[src/rtl/bpred_pkg.sv]
// Shared constants and types for the branch-predictor scheduler slice.
package bpred_pkg;

  localparam int unsigned IDX_W_DEF    = 4;
  localparam int unsigned UQ_DEPTH_DEF = 4;

  localparam logic [1:0] CTR_SNT = 2'b00;
  localparam logic [1:0] CTR_WNT = 2'b01;
  localparam logic [1:0] CTR_WT  = 2'b10;
  localparam logic [1:0] CTR_ST  = 2'b11;

  typedef enum logic {
    ST_RUN   = 1'b0,
    ST_CLEAR = 1'b1
  } state_t;

  function automatic logic [1:0] ctr_next(input logic [1:0] ctr, input logic taken);
    if (taken) return (ctr == CTR_ST) ? CTR_ST : ctr + 2'b01;
    return (ctr == CTR_SNT) ? CTR_SNT : ctr - 2'b01;
  endfunction

endpackage

[src/rtl/bpred_upd_fifo.sv]
// Synchronous update FIFO with flush; the age-ordered entry view (index 0 = oldest)
// is only built when BPRED_FWD_EN is defined.
module bpred_upd_fifo
  import bpred_pkg::*;
#(
  parameter int unsigned IDX_W = IDX_W_DEF,
  parameter int unsigned DEPTH = UQ_DEPTH_DEF,
  localparam int unsigned PTR_W = $clog2(DEPTH),
  localparam int unsigned CNT_W = PTR_W + 1
) (
  input  logic             clk,
  input  logic             rst_n,
  input  logic             flush,
  input  logic             push,
  input  logic [IDX_W-1:0] push_idx,
  input  logic             push_taken,
  input  logic             pop,
  output logic             full,
  output logic             empty,
  output logic [CNT_W-1:0] count,
  output logic [IDX_W-1:0] head_idx,
  output logic             head_taken
`ifdef BPRED_FWD_EN
  ,
  output logic [DEPTH-1:0][IDX_W-1:0] ent_idx,
  output logic [DEPTH-1:0]            ent_taken,
  output logic [DEPTH-1:0]            ent_vld
`endif
);

  logic [DEPTH-1:0][IDX_W-1:0] mem_idx;
  logic [DEPTH-1:0]            mem_taken;
  logic [PTR_W-1:0]            rd_ptr, wr_ptr;
  logic                        do_push, do_pop;

  always_comb begin
    full       = (count == CNT_W'(DEPTH));
    empty      = (count == '0);
    do_push    = push && !full;
    do_pop     = pop && !empty;
    head_idx   = mem_idx[rd_ptr];
    head_taken = mem_taken[rd_ptr];
  end

  always_ff @(posedge clk or negedge rst_n) begin
    if (!rst_n) begin
      rd_ptr <= '0;
      wr_ptr <= '0;
      count  <= '0;
    end else if (flush) begin
      rd_ptr <= '0;
      wr_ptr <= '0;
      count  <= '0;
    end else begin
      if (do_push) wr_ptr <= wr_ptr + 1'b1;
      if (do_pop)  rd_ptr <= rd_ptr + 1'b1;
      if (do_push && !do_pop)      count <= count + 1'b1;
      else if (do_pop && !do_push) count <= count - 1'b1;
    end
  end

  always_ff @(posedge clk) begin
    if (do_push && !flush) begin
      mem_idx[wr_ptr]   <= push_idx;
      mem_taken[wr_ptr] <= push_taken;
    end
  end

`ifdef BPRED_FWD_EN
  always_comb begin
    for (int unsigned i = 0; i < DEPTH; i++) begin
      ent_idx[i]   = mem_idx[rd_ptr + PTR_W'(i)];
      ent_taken[i] = mem_taken[rd_ptr + PTR_W'(i)];
      ent_vld[i]   = (CNT_W'(i) < count);
    end
  end
`endif

endmodule

[src/rtl/bpred_sched.sv]
// 2-bit-counter PHT with a single access port shared between lookups and queued
// updates, plus a sequential table clear. Optional forwarding macro: BPRED_FWD_EN.
module bpred_sched
  import bpred_pkg::*;
#(
  parameter int unsigned IDX_W    = IDX_W_DEF,
  parameter int unsigned UQ_DEPTH = UQ_DEPTH_DEF
) (
  input  logic             clk,
  input  logic             rst_n,
  input  logic             clear,
  input  logic             lk_valid,
  input  logic [IDX_W-1:0] lk_idx,
  output logic             lk_ready,
  output logic             pred_valid,
  output logic             pred_taken,
  input  logic             upd_valid,
  input  logic [IDX_W-1:0] upd_idx,
  input  logic             upd_taken,
  output logic             upd_ready,
  output logic             busy
);

  localparam int unsigned ENTRIES = 2 ** IDX_W;
  localparam int unsigned CNT_W   = $clog2(UQ_DEPTH) + 1;

  state_t           state, state_nxt;
  logic [IDX_W-1:0] clr_idx;
  logic [1:0]       pht [ENTRIES];

  logic             uq_push, uq_pop, uq_flush;
  logic             uq_full, uq_empty;
  logic [CNT_W-1:0] uq_count;
  logic [IDX_W-1:0] uq_head_idx;
  logic             uq_head_taken;
  logic             lk_fire, pred_nxt;
  logic [1:0]       lk_ctr;

`ifdef BPRED_FWD_EN
  logic [UQ_DEPTH-1:0][IDX_W-1:0] uq_ent_idx;
  logic [UQ_DEPTH-1:0]            uq_ent_taken;
  logic [UQ_DEPTH-1:0]            uq_ent_vld;
`endif

  bpred_upd_fifo #(
    .IDX_W (IDX_W),
    .DEPTH (UQ_DEPTH)
  ) u_fifo (
    .clk        (clk),
    .rst_n      (rst_n),
    .flush      (uq_flush),
    .push       (uq_push),
    .push_idx   (upd_idx),
    .push_taken (upd_taken),
    .pop        (uq_pop),
    .full       (uq_full),
    .empty      (uq_empty),
    .count      (uq_count),
    .head_idx   (uq_head_idx),
    .head_taken (uq_head_taken)
`ifdef BPRED_FWD_EN
    ,
    .ent_idx    (uq_ent_idx),
    .ent_taken  (uq_ent_taken),
    .ent_vld    (uq_ent_vld)
`endif
  );

  always_ff @(posedge clk or negedge rst_n) begin
    if (!rst_n) state <= ST_RUN;
    else        state <= state_nxt;
  end

  always_comb begin
    state_nxt = state;
    case (state)
      ST_RUN:   if (clear) state_nxt = ST_CLEAR;
      ST_CLEAR: if (clr_idx == IDX_W'(ENTRIES - 1)) state_nxt = ST_RUN;
      default:  state_nxt = ST_RUN;
    endcase
  end

  // A full queue steals the port from lookups so updates can never starve.
  always_comb begin
    lk_ready  = (state == ST_RUN) && !uq_full;
    upd_ready = (state == ST_RUN) && (uq_count < CNT_W'(UQ_DEPTH));
    busy      = (state == ST_CLEAR);
    lk_fire   = lk_valid && lk_ready;
    uq_push   = upd_valid && upd_ready;
    uq_pop    = (state == ST_RUN) && !uq_empty && (uq_full || !lk_valid);
    uq_flush  = (state == ST_RUN) && clear;
  end

  always_ff @(posedge clk or negedge rst_n) begin
    if (!rst_n)                 clr_idx <= '0;
    else if (state == ST_CLEAR) clr_idx <= clr_idx + 1'b1;
    else                        clr_idx <= '0;
  end

  always_ff @(posedge clk or negedge rst_n) begin
    if (!rst_n) begin
      for (int unsigned i = 0; i < ENTRIES; i++) pht[i] <= CTR_ST;
    end else if (state == ST_CLEAR) begin
      pht[clr_idx] <= CTR_ST;
    end else if (uq_pop) begin
      pht[uq_head_idx] <= ctr_next(pht[uq_head_idx], uq_head_taken);
    end
  end

  // Forwarding scans oldest to newest so the newest matching update wins.
  always_comb begin
    lk_ctr   = pht[lk_idx];
    pred_nxt = (lk_ctr > CTR_WNT);
`ifdef BPRED_FWD_EN
    for (int unsigned i = 0; i < UQ_DEPTH; i++)
      if (uq_ent_vld[i] && (uq_ent_idx[i] == lk_idx)) pred_nxt = uq_ent_taken[i];
`endif
  end

  always_ff @(posedge clk or negedge rst_n) begin
    if (!rst_n) begin
      pred_valid <= 1'b0;
      pred_taken <= 1'b0;
    end else begin
      pred_valid <= lk_fire;
      if (lk_fire) pred_taken <= pred_nxt;
    end
  end

endmodule

[config.mk]
export PLATFORM = sky130hd
export DESIGN_NAME = bpred_sched
export DESIGN_NICKNAME = d
export VERILOG_FILES = /design/src/rtl/bpred_pkg.sv /design/src/rtl/bpred_upd_fifo.sv /design/src/rtl/bpred_sched.sv
export SDC_FILE = /design/constraint.sdc
export NUM_CORES = 1
export LEC_CHECK = 0
export CAP_MARGIN = 40
export CORE_MARGIN = 2
export CORE_UTILIZATION = 40
export CTS_BUF_LIST = sky130_fd_sc_hd__clkbuf_2 sky130_fd_sc_hd__clkbuf_4 sky130_fd_sc_hd__clkbuf_8
export DETAILED_ROUTE_END_ITERATION = 8
export PLACE_DENSITY = 0.53
export SYNTH_ARGS = -nofsm -noshare
export SYNTH_HDL_FRONTEND = slang
export SYNTH_SLANG_ARGS = --single-unit
[constraint.sdc]
create_clock -name clk -period 3.1 [get_ports clk]
set_input_delay 0.93 -clock clk [delete_from_list [all_inputs] [get_ports clk]]
set_output_delay 0.93 -clock clk [all_outputs]
set_load 0.005 [all_outputs]
# After elaboration in Yosys (flattened, before gate mapping)
# Cells that the tools add are included.
# totals
latchBits	0
in_bits	14
ramBits	0
output_inout_bits	5
wordCells	124
mem_count	0
reg_bits	66
rom_bits	0
# classes
div_mod_pow	0
eq_ne	3
shift	0
n_addsub	7
mux	43
bitwise_logic	5
n_mul	0
magnitude_cmp	10
reduce_logical	28
# ops
op	n
32-bit two-way mux	2
32-bit bitwise mux	1
2-bit two-way mux	16
32-bit OR	1
2-bit binary-select mux with 4-bit select	2
16-bit bitwise mux	1
2-bit demux with 4-bit select	2
5-bit greater-or-equal comparator, second input constant	3
1-bit logical AND	15
4-bit inverter with 5-bit output	3
4-bit two-way mux	3
5-bit by 1-bit < comparator with 1-bit output, second input constant	2
3-bit two-way mux	3
4-bit binary-select mux with 2-bit select	1
4-bit demux with 2-bit select	1
1-bit two-way mux	7
2-bit by 1-bit adder with 2-bit output, second input constant	3
1-bit logical NOT	6
2-bit by 3-bit < comparator with 1-bit output, second input constant	2
2-bit nonzero test	3
4-bit by 1-bit adder with 4-bit output, second input constant	1
4-bit bitwise mux	1
4-bit == test, second input constant	1
3-bit by 1-bit adder with 3-bit output, second input constant	1
15 further kinds	15

# Depth between registers and ports, before layout
# depth
ltp_word	15
depth_mapped	11

# Modules after synthesis
# A second synthesis with hierarchy kept.
# hier_totals
cells_unflattened	272
area_unflattened_um2	3585.9
# by_module_without_submodules
mod	seq_area_each_um2	n_inst	area_each_um2	cells_each
bpred_sched	1016.0	1	2382.3	197
bpred_upd_fifo	775.7	1	1203.7	75

# Worst setup path after synthesis
# No wires, ideal clock.
# synth_path
kind	register -> register
startpoint	register u_fifo.rd_ptr[0]
endpoint	register pht[9] in the netlist's numbering
path_buffers	4
synth_period_minus_slack_ns	2.592
setup_time_ns	0.075
t_arrival_ns	2.517
path_slack_ns	0.508
required_time_ns	3.025
path_stages_with_launch	12
cell_sequence	dfrtp_1 buf_6 mux4_2 buf_6 buf_6 or2_1 o22ai_1 nor2_1 mux2_2 maj3_2 buf_6 mux2i_1
# synth_between
elab_chain_cells	15
elab_cells_between_ends	29
# synth_lines
item	line_no	rtl
start, declared	bpred_upd_fifo.sv:33	logic [PTR_W-1:0] rd_ptr, wr_ptr;
start signal, assigned	bpred_upd_fifo.sv:56	if (do_pop) rd_ptr <= rd_ptr + 1'b1;
4-bit binary-select mux with 2-bit select	bpred_upd_fifo.sv:41	head_idx = mem_idx[rd_ptr];
4-bit two-way mux (not written as such)	bpred_upd_fifo.sv:41	
4-bit inverter with 5-bit output (not written as such)	bpred_sched.sv:106	pht[uq_head_idx] <= ctr_next(pht[uq_head_idx], uq_head_taken);
2-bit binary-select mux with 4-bit select	bpred_sched.sv:106	
2-bit two-way mux (not written as such) (2 in a row)	bpred_sched.sv:106	
2-bit by 1-bit adder with 2-bit output or 2-bit == test (tied branches)	bpred_pkg.sv:18	if (taken) return (ctr == CTR_ST) ? CTR_ST : ctr + 2'b01;
2-bit two-way mux (2 in a row)	bpred_pkg.sv:18	
2-bit two-way mux	bpred_pkg.sv:19	return (ctr == CTR_SNT) ? CTR_SNT : ctr - 2'b01;
2-bit two-way mux	bpred_sched.sv:105	end else if (uq_pop) begin
2-bit two-way mux	bpred_sched.sv:103	end else if (state == ST_CLEAR) begin
32-bit bitwise mux (*)	bpred_sched.sv:106	
32-bit two-way mux (*)	bpred_sched.sv:105	
32-bit two-way mux (*)	bpred_sched.sv:103	
end signal, assigned by index	bpred_sched.sv:106	
end, declared	bpred_sched.sv:29	logic [1:0] pht [ENTRIES];
# Mark *: on every way between the ends. The rest lies on a longest branch, timed or not. The select of a mux whose other input is x is not followed.
# A chain may end at the register's enable or synchronous reset.

# Worst setup path in the final report
# layout_path
startpoint	register u_fifo.rd_ptr[0]
endpoint	register pht[17] in the netlist's numbering
# The elaborated chain is that of the path after synthesis.

==> out/metrics.cfg <==
[logic_synthesis]
syn_nets=327
ys_warn_count=0
synth_top_flop_cell=dfstp_2
syn_avg_cell_area_um2=11.7
synth_cells=303
netlist_area_um2=3540
synth_edf_count=20
async_flop_share_pct=69.7
synth_seq_cells=66
ys_seq_area_share_pct=50.5
synth_cell_types=37

[timing]
rsz0062_at_grt=no
max_freq_mhz=338
hold_viol_final=0
tightest_slew_ns=0.600
slew_headroom_pct=60.0
fin_crit_sh_pct=95.4
setup_violations=0
fin_setup_tns_ns=0
maxSlewViolCount=0
finalClockSkew_ns=0.00964
min_period_ns=2.96

[floorplan]
start_util_pct=41.0
fp-row-count=34
ioPinCount=19
die_w_um=98.1
core_um2=8640
die_y_um=98.1
dieArea_um2=9630

[run]
maxCapViolCount=0

[power_and_ir_drop]
power_switching_mw=1.28
ir_worst_vdd_mv=0.280
p_per_area_nw_per_um2=810
p_seq_share_pct=38.4
p_leak_nw=1.64
switching_share_pct=39.2
power.share.clock_pct=21.0
comb_power_share_pct=40.6
p_int_mw=1.99

[final_layout]
n_fill_cell=813
final_common_cell=mux2i_1
final_cell_mix=mux2i_1 (48), dfstp_2 (32), nor2_1 (28), a21oi_1 (28), edfxtp_1 (20)
diodes=0
drive_above_1_share_pct=23.4
syn_to_final_growth_pct=13.9
layout.nets=348
design_area_um2=4040

[placement]
port_buffers=18
detailed_place_hpwl_um=5520
placed_cell_area_um2=3810
place_congestion=0.769

[clock_tree]
clk_pin_slew_worst_paths_ns=0.08
numCtsBuffers=9
cts_sinks=66
htreeDepth=3
clock_path_buffers=2
cts_tree=done
cts-root-buf=clkbuf_8
cts_resized=0
insertion_delay_ns=0.36

[grt]
antenna_found_initial=0
grt_pass1_vias=2354
grt_pass1_wl_um=12600
grt_overflow=0
grt_max_degree=47
track_usage_pct=17.1

[worst_setup_path]
startpoint=u_fifo.rd_ptr[0]
timing.rr.end=pht[17]
setup.worst_path.end_class=register
reg2reg_setup_slack_ns=0.14
crit_path_start_kind=register
arrival_ns=3.23
worstReg2RegStart=u_fifo.rd_ptr[0]
worstRegToRegCells=9
critical_path.max_fanout=16
critPathKind=register to register
cp_data_required_time_ns=3.37

[worst_hold_path]
worst_hold_startpoint=pred_taken
hold_path.class=register to register
whs_endpoint=pred_taken
hold_depth=1

[detailed_routing]
dr.pass1.iters=4
drt_iter0_drc=84
wirelength_um=7850
ant_nets=0
vias=2304
wl_per_cell_um=18.0
via_per_inst=5.27
drc=0

[status]
status=finished, final reports clean

==> final cells by class <==
| class | instances | area, um2 | share of cell area (%) |
|---|---|---|---|
| Multi-Input combinational cell | 210 | 1620 | 40.0 |
| Clock inverter | 7 | 58.8 | 1.46 |
| Tap cell | 108 | 135 | 3.35 |
| Inverter | 8 | 30.0 | 0.744 |
| Clock buffer | 9 | 124 | 3.07 |
| Sequential cell | 66 | 1790 | 44.4 |
| Timing Repair Buffer | 29 | 280 | 6.94 |
==> repair_timing <==
| item | 4_1_cts | 5_1_grt |
|---|---|---|
| endpoints found under the setup margin | 0 | 29 |
| setup buffers | 0 | 2 |
| hold buffers | 0 | 0 |
==> cell families (layout without fill, tap and decap cells) <==
kind of cell,Yosys count,count (layout),synth area share (%)
AOI/OAI and AO/OA,46,46,6.81
xor gates and xnor gates,5,5,1.24
adders and majority gates,12,12,4.38
buffers and inverters,27,53,3.85
DFF,66,66,50.5
muxes,65,65,21.8
and+or+nand+nor,82,82,11.4
==> critical path: stages (launching register included) <==
cell,delay (ns)
dfrtp_1,0.52
mux4_2,0.72
buf_4,0.23
or2_1,0.23
o22ai_1,0.18
nor2_1,0.06
mux2_2,0.27
maj3_2,0.33
buf_12,0.16
mux2i_1,0.16
==> power groups by stage <==
stage | Combinational (mW) | Clock, mW | Sequential [mW]
3_5_place_dp | 1.22 | 0 | 1.27
5_1_grt | 1.46 | 0.745 | 1.28
3_3_place_gp | 1.20 | 0 | 1.27
2_1_floorplan | 0.974 | 0 | 1.18
6_report | 1.33 | 0.686 | 1.25
4_1_cts | 1.23 | 0.713 | 1.26
==> stage by stage <==
step	std cells	total power [mW]	setup WS, ns	util (%)	hold WS [ns]
after floorplan	303	2.15	0.508	-	0.475
after detailed placement	419	2.49	0.0369	44.2	0.499
final	437	3.27	0.143	46.7	0.512
after global routing	437	3.49	0.0169	46.7	0.547
after CTS	435	3.20	0.0823	46.3	0.518
after global placement	418	2.47	0.123	44.1	0.494
==> how the worst max path moves through the flow <==
stage,slack (ns),end
2_1_floorplan,0.51,pht[9]
3_3_place_gp,0.12,pred_taken
3_5_place_dp,0.04,u_fifo.count[2]
4_1_cts,0.08,pht[17]
5_1_grt,0.02,pht[17]
6_report,0.14,pht[17]
==> Yosys cell counts (8+ instances only) <==
library cell   n  area share, %
a21oi_1       28            4.0
and2_1        11            1.9
dfrtp_1       14            9.9
dfstp_2       32             24
edfxtp_1      20             17
ha_1           9            3.2
inv_1          8           0.85
mux2i_1       48             14
mux4_2         9            5.7
nand2_1       19            2.0
nor2_1        28            3.0
o21ai_0        9            1.3
==> sequential cells by signal (all words and copies together), names as in the netlist <==
signal and flops:
busy 1, u_fifo.count 3, clr_idx 4, u_fifo.mem_idx 16, pred_valid 1, pred_taken 1
pht 32, u_fifo.wr_ptr 2, u_fifo.rd_ptr 2, u_fifo.mem_taken 4
==> routing by layer <==
layer | global-route usage (%) | routed length, um | vias to the layer above
met5 | 0 | 0 | -
met4 | 7.17 | 158 | 0
met3 | 3.01 | 270 | 12
met2 | 27.8 | 3790 | 45
met1 | 22.6 | 3630 | 1136
li1 | - | - | 1111
Power figures use the tool's default switching activity.
